<file path="src/rtl/byte_serializer.sv">
// Byte serializer: accepts a 32-bit word as four byte lanes under valid/ready and
// streams it out one byte per cycle, most-significant lane first, with a last flag.
module byte_serializer #(
    parameter int BYTE_W = 8,
    parameter int CNT_W  = 8
) (
    input  logic              clk,
    input  logic              reset,
    input  logic [BYTE_W-1:0] in1,
    input  logic [BYTE_W-1:0] in2,
    input  logic [BYTE_W-1:0] in3,
    input  logic [BYTE_W-1:0] in4,
    input  logic              in_valid,
    output logic              in_ready,
    output logic [BYTE_W-1:0] out_data,
    output logic              out_valid,
    input  logic              out_ready,
    output logic              out_last,
    output logic [CNT_W-1:0]  word_cnt
);

    localparam int WORD_W = 4 * BYTE_W;

    typedef enum logic [0:0] {
        IDLE = 1'b0,
        SEND = 1'b1
    } state_t;

    state_t              r_state;
    logic [WORD_W-1:0]   r_hold;
    logic [1:0]          r_idx;
    logic [CNT_W-1:0]    r_word_cnt;
    logic [BYTE_W-1:0]   r_out_data;
    logic                r_out_valid;
    logic                r_out_last;

    logic [WORD_W-1:0]   w_lanes;
    logic                w_accept;
    logic [1:0]          w_idx_inc;

    // Byte idx of a held word; idx 0 is the most-significant lane.
    function automatic logic [BYTE_W-1:0] pick_byte(input logic [WORD_W-1:0] word,
                                                    input logic [1:0]        idx);
        logic [BYTE_W-1:0] b;
        case (idx)
            2'd0:    b = word[WORD_W-1   -: BYTE_W];
            2'd1:    b = word[3*BYTE_W-1 -: BYTE_W];
            2'd2:    b = word[2*BYTE_W-1 -: BYTE_W];
            default: b = word[BYTE_W-1   -: BYTE_W];
        endcase
        return b;
    endfunction

    assign w_lanes   = {in1, in2, in3, in4};
    assign w_idx_inc = r_idx + 2'd1;

    // Refill is allowed while the last byte leaves, so words stream without a bubble.
    assign in_ready  = (r_state == IDLE) ||
                       ((r_state == SEND) && (r_idx == 2'd3) && out_ready);
    assign w_accept  = in_valid && in_ready;

    assign out_data  = r_out_data;
    assign out_valid = r_out_valid;
    assign out_last  = r_out_last;
    assign word_cnt  = r_word_cnt;

    // Control FSM with registered stream outputs and the completed-word counter.
    always_ff @(posedge clk) begin
        if (!reset) begin
            r_state     <= IDLE;
            r_hold      <= {WORD_W{1'b0}};
            r_idx       <= 2'd0;
            r_word_cnt  <= {CNT_W{1'b0}};
            r_out_data  <= {BYTE_W{1'b0}};
            r_out_valid <= 1'b0;
            r_out_last  <= 1'b0;
        end else begin
            case (r_state)
                IDLE: begin
                    if (w_accept) begin
                        r_hold      <= w_lanes;
                        r_idx       <= 2'd0;
                        r_state     <= SEND;
                        r_out_data  <= pick_byte(w_lanes, 2'd0);
                        r_out_valid <= 1'b1;
                        r_out_last  <= 1'b0;
                    end
                end
                SEND: begin
                    if (out_ready) begin
                        if (r_idx != 2'd3) begin
                            r_idx      <= w_idx_inc;
                            r_out_data <= pick_byte(r_hold, w_idx_inc);
                            r_out_last <= (w_idx_inc == 2'd3);
                        end else begin
                            r_word_cnt <= r_word_cnt + {{(CNT_W-1){1'b0}}, 1'b1};
                            if (w_accept) begin
                                r_hold      <= w_lanes;
                                r_idx       <= 2'd0;
                                r_out_data  <= pick_byte(w_lanes, 2'd0);
                                r_out_valid <= 1'b1;
                                r_out_last  <= 1'b0;
                            end else begin
                                // idx stays at 3 so out_data keeps showing the held byte at idx.
                                r_state     <= IDLE;
                                r_out_valid <= 1'b0;
                                r_out_last  <= 1'b0;
                            end
                        end
                    end
                end
                default: begin
                    r_state     <= IDLE;
                    r_idx       <= 2'd0;
                    r_out_valid <= 1'b0;
                    r_out_last  <= 1'b0;
                end
            endcase
        end
    end

endmodule

</file>
<file path="config.mk">
export PLATFORM = sky130hd
export DESIGN_NAME = byte_serializer
export DESIGN_NICKNAME = d
export VERILOG_FILES = /design/src/rtl/byte_serializer.sv
export SDC_FILE = /design/constraint.sdc
export NUM_CORES = 1
export LEC_CHECK = 0
export ABC_AREA = 1
export BUFFER_PORTS_ARGS = -buffer_cell sky130_fd_sc_hd__clkbuf_2
export CAP_MARGIN = 15
export CELL_PAD_IN_SITES_DETAIL_PLACEMENT = 1
export CELL_PAD_IN_SITES_GLOBAL_PLACEMENT = 1
export CORE_UTILIZATION = 36
export CTS_BUF_LIST = sky130_fd_sc_hd__clkbuf_8 sky130_fd_sc_hd__clkbuf_16
export DETAILED_ROUTE_END_ITERATION = 7
export PLACE_DENSITY = 0.79
export REMOVE_ABC_BUFFERS = 1
export SLEW_MARGIN = 20
export SYNTH_ARGS = -nofsm -noshare
export SYNTH_HDL_FRONTEND = slang
export SYNTH_SLANG_ARGS = --single-unit
</file>
<file path="constraint.sdc">
create_clock -name clk -period 2 [get_ports clk]
set_input_delay 0.3 -clock clk [delete_from_list [all_inputs] [get_ports clk]]
set_output_delay 0.3 -clock clk [all_outputs]
set_load 0.01 [all_outputs]
</file>
## Word-level counts from Yosys, hierarchy flattened

Cells that the tools add are included.

- Register bits: 53
- Bits of input ports: 36
- Output and inout port bits: 19
- Logic and storage cells: 53

- $add $sub $neg: 2
- Equal/unequal tests: 8
- Multiplexer cells: 25
- Bitwise operators: 2
- Reductions and logical operators: 9

Operators by type and width:

| operator | count |
|---|---|
| 2-to-1 mux 32 bit | 3 |
| case mux 32 bit (2 select lines) | 1 |
| 2-to-1 mux 8 bit | 3 |
| case mux 8 bit (3 select lines) | 1 |
| case mux 8 bit (2 select lines) | 1 |
| 2-to-1 mux 1 bit | 9 |
| adder 8 x 1 -> 8 bit (second input constant) | 1 |
| != test 2 bit (second input constant) | 4 |
| == test 2 bit (second input constant) | 3 |
| 2-to-1 mux 2 bit | 3 |
| case mux 1 bit (2 select lines) | 3 |
| AND reduction 3 bit | 2 |
| case mux 2 bit (2 select lines) | 1 |
| AND reduction 2 bit | 2 |
| logical AND 1 bit | 3 |
| adder 2 x 1 -> 2 bit (second input constant) | 1 |
| == test 2 x 1 -> 1 bit (second input constant) | 1 |
| zero test 2 bit | 1 |
| inverter 1 bit | 2 |
| logical OR 1 bit | 1 |

## Depth between registers and ports, before layout

- Word-level depth: 9
- Gate-level depth with buffers: 9

## Worst setup path before layout

OpenSTA, ideal clock, no wires.

- Path kind: reg-to-reg
- From: register r_idx[1]
- To: register r_hold[10]
- Library setup time: 0.116 ns
- Arrival time: 1.328 ns
- Data required time: 1.884 ns
- Setup slack: 0.557 ns
- Cell stages (with the launch flop): 8
- Buffers on the path: 1
- Clock period less this slack: 1.443 ns
- Cell sequence: dfxtp_1 > ha_1 > nand3_4 > nand2_2 > nand2_4 > clkbuf_2 > o21ai_0 > nor2_1

- Word-level cells in the longest chain between the ends: 9

RTL lines:

| what | line | source |
|---|---|---|
| from (decl) | 31 | `logic [1:0] r_idx;` |
| from (signal assigned) | 92 | `r_idx <= w_idx_inc;` |
| == test 2 bit (*) | 59 | `((r_state == SEND) && (r_idx == 2'd3) && out_ready);` |
| logical AND 1 bit (*) (2 in a row) | 59 |  |
| logical OR 1 bit (*) | 58 | `assign in_ready = (r_state == IDLE) \|\|` |
| net in_ready | 14 | `output logic in_ready,` |
| logical AND 1 bit (*) | 60 | `assign w_accept = in_valid && in_ready;` |
| 2-to-1 mux 32 bit (*) | -- |  |
| 2-to-1 mux 32 bit (2 in a row) | -- |  |
| case mux 32 bit (2 select lines) (*) | -- |  |
| to (signal assigned) | 71 | `r_hold <= {WORD_W{1'b0}};` |
| to (signal assigned) | 81 | `r_hold <= w_lanes;` |
| to (signal assigned) | 98 | `r_hold <= w_lanes;` |
| to (decl) | 30 | `logic [WORD_W-1:0] r_hold;` |

The timed path passes the listed nets; every way through them passes the cells marked *. The select of a mux whose other input is x is not followed.
A chain may end at the register's enable or synchronous reset.

## Worst setup path after layout

- From: register r_idx[1]
- To: output port in_ready

- Word-level cells in the longest chain between the ends: 4

RTL lines:

| what | line |
|---|---|
| == test 2 bit | 59 |
| logical AND 1 bit (2 in a row) | 59 |
| logical OR 1 bit | 58 |
| to (decl) | 14 |

Every way passes these cells.

==> results.yml <==
global_routing:
  antenna_found_initial: 0
  grt_pass1_wl_um: 8610
  grt_pass1_vias: 1973
  grt_overflow: 0
  grt_max_degree: 35
  track_usage: 0.180
setup_path:
  arrival_ps: 1400
  critPathLaunchType: "flip-flop"
  worstSetupPathType: "reg -> out"
  crit_fanout: 8
  endpoint_kind: "output pin"
  required_ps: 1700
clock_tree:
  cts.clk_slew.worst_paths_ps: 80
  clock_path_buffers: 2
  cts.sinks: 45
  clk_latency_ps: 290
  h-tree-depth: 2
  post-cts-setup-buffers: 0
  post_cts_resized: 0
  cts_hold_buf: 0
  cts_buffers: 5
  cts_tree: "yes"
  cts_root_buffer: "clkbuf_8"
detailed_routing:
  drtIter0Drc: 57
  via_per_inst: 4.63
  vias: 1941
  drt.antenna.violating_nets: 0
  drc: 0
  wl_per_cell_um: 11.9
  routed_wl_um: 4990
  first_pass_iters: 4
yosys:
  async_flop_share: 0
  ys.flop_type: "dfxtp_1"
  synth_top_area_frac: 0.439
  synth_area_per_cell_um2: 6.93
  syn-cell-area_um2: 2050
  synth_edf_count: 0
  syn_inst: 296
  ys_seq_area_frac: 0.439
  yosys-top-cells-area: "dfxtp_1, nand2_1, nor2_1"
  ys_ff_latch: 45
  yosysWarnings: 0
  synth_cell_type_count: 22
  synth.largest_area_cell: "dfxtp_1"
sta:
  fin_crit_ps: 1700
  max_freq_mhz: 587
  final_hold_viol_count: 0
  fin_crit_sh: 0.852
  slew_headroom: 0.722
  worstMarginPinSlew_ps: 415
  tns_ps: 0
  finalMaxSlewViolations: 0
  rsz0062_at_grt: "no"
  fin_skew_ps: 5.46
  setup_viol: 0
placement:
  dpl_cell_area_um2: 2350
  portBuffers: 54
  dpl.hpwl_um: 3760
  gp_congestion: 0.746
min_path:
  hold_path_class: "in -> reg"
cells_and_area:
  diodes: 0
  areaGrowthSynthToFinish_pct: 18.4
  stdcell_area_um2: 2430
  utilization: 0.441
  drive_gt1_frac: 0.190
  final_net_count: 388
  num-fill-cells: 739
  layout_common_cells: "nand2_1, nor2_1, clkbuf_2, dfxtp_1, o21ai_0"
  final_common_cell: "nand2_1"
outcome:
  status: "finished clean"
floorplanning:
  fp.dieH_um: 77.5
  die_x_um: 77.5
  coreArea_um2: 5510
  ios: 55
  initial_utilization: 0.373
  rows: 27
  die_area_um2: 6010
power_and_ir_drop:
  power_density_nw_per_um2: 730
  vdd_drop_max_v: 0.000369
  leakagePower_nw: 1.19
flow_run:
  maxCapViolations: 0
## area by class of cell
type	instances	area, um2	area share
multi-input combinational	211	970	0.399
sequential	45	901	0.371
timing repair buffer	56	285	0.117
inverter	27	104	0.0427
tap	72	90.1	0.0371
clock buffer	5	68.8	0.0283
clock inverter	3	11.3	0.00463
## metrics by stage
stage	instances	hold WS, ps	total power [mW]	setup WS, ps
2_1_floorplan	283	421	1.16	553
3_3_place_gp	411	449	1.26	390
3_5_place_dp	411	463	1.27	290
4_1_cts	419	241	1.80	266
5_1_grt	419	249	1.88	106
6_report	419	247	1.77	295
## state kept, by name, summed over array words and instances (netlist names)
signal	count
r_hold	24
out_data	8
word_cnt	8
r_idx	2
out_last	1
out_valid	1
r_state	1
## synth_stat cells (2+ instances only)
cell / instances
inv_1: 26
clkbuf_2: 2
nand2_1: 72
o21ai_1: 5
nor2_1: 65
nand3_1: 14
buf_6: 3
dfxtp_1: 45
nand4_1: 2
ha_1: 6
o21ai_0: 32
a21oi_1: 9
clkbuf_1: 6
## critical path, cell delays in order, from the launching register on
cell      delay [ps]
dfxtp_1          400
ha_1             290
nand3_4          140
nand2_2          130
clkbuf_2         140
## cells by family after synthesis
group	after synthesis	synth area share
flip-flops	45	0.439
XOR/XNOR	1	0.00427
AND/OR/NAND/NOR	157	0.316
adder cells (fa/ha/maj)	6	0.0366
AO/OA/AOI/OAI	47	0.116
buffers and inverters	40	0.0884
## metal layers
| layer | wire length, um | vias to the layer above | global-route usage |
|---|---|---|---|
| li1 | - | 1019 | - |
| met1 | 2260 | 886 | 0.210 |
| met3 | 151 | 5 | 0.0365 |
| met2 | 2500 | 31 | 0.328 |
| met4 | 69 | 0 | 0.0566 |
| met5 | 0 | - | 0 |
## worst paths after layout
check	slack [ps]	cells past startpoint	startpoint	endpoint
max	300	4	r_idx[1]$_SDFFE_PN0N_	in_ready
min	250	3	in1[5]	out_data[5]$_SDFFE_PN0N_
max reg2reg	300	7	r_idx[1]$_SDFFE_PN0N_	r_hold[7]$_SDFFE_PN0P_
min reg2reg	470	2	out_last$_SDFFE_PN0P_	out_last$_SDFFE_PN0P_
## power by group
part | internal [mW] | switching, mW | leakage [nW]
combinational | 0.101 | 0.155 | 0.763
clock | 0.233 | 0.296 | 0.0519
sequential | 0.954 | 0.0336 | 0.371
Power figures use the tool's default switching activity.
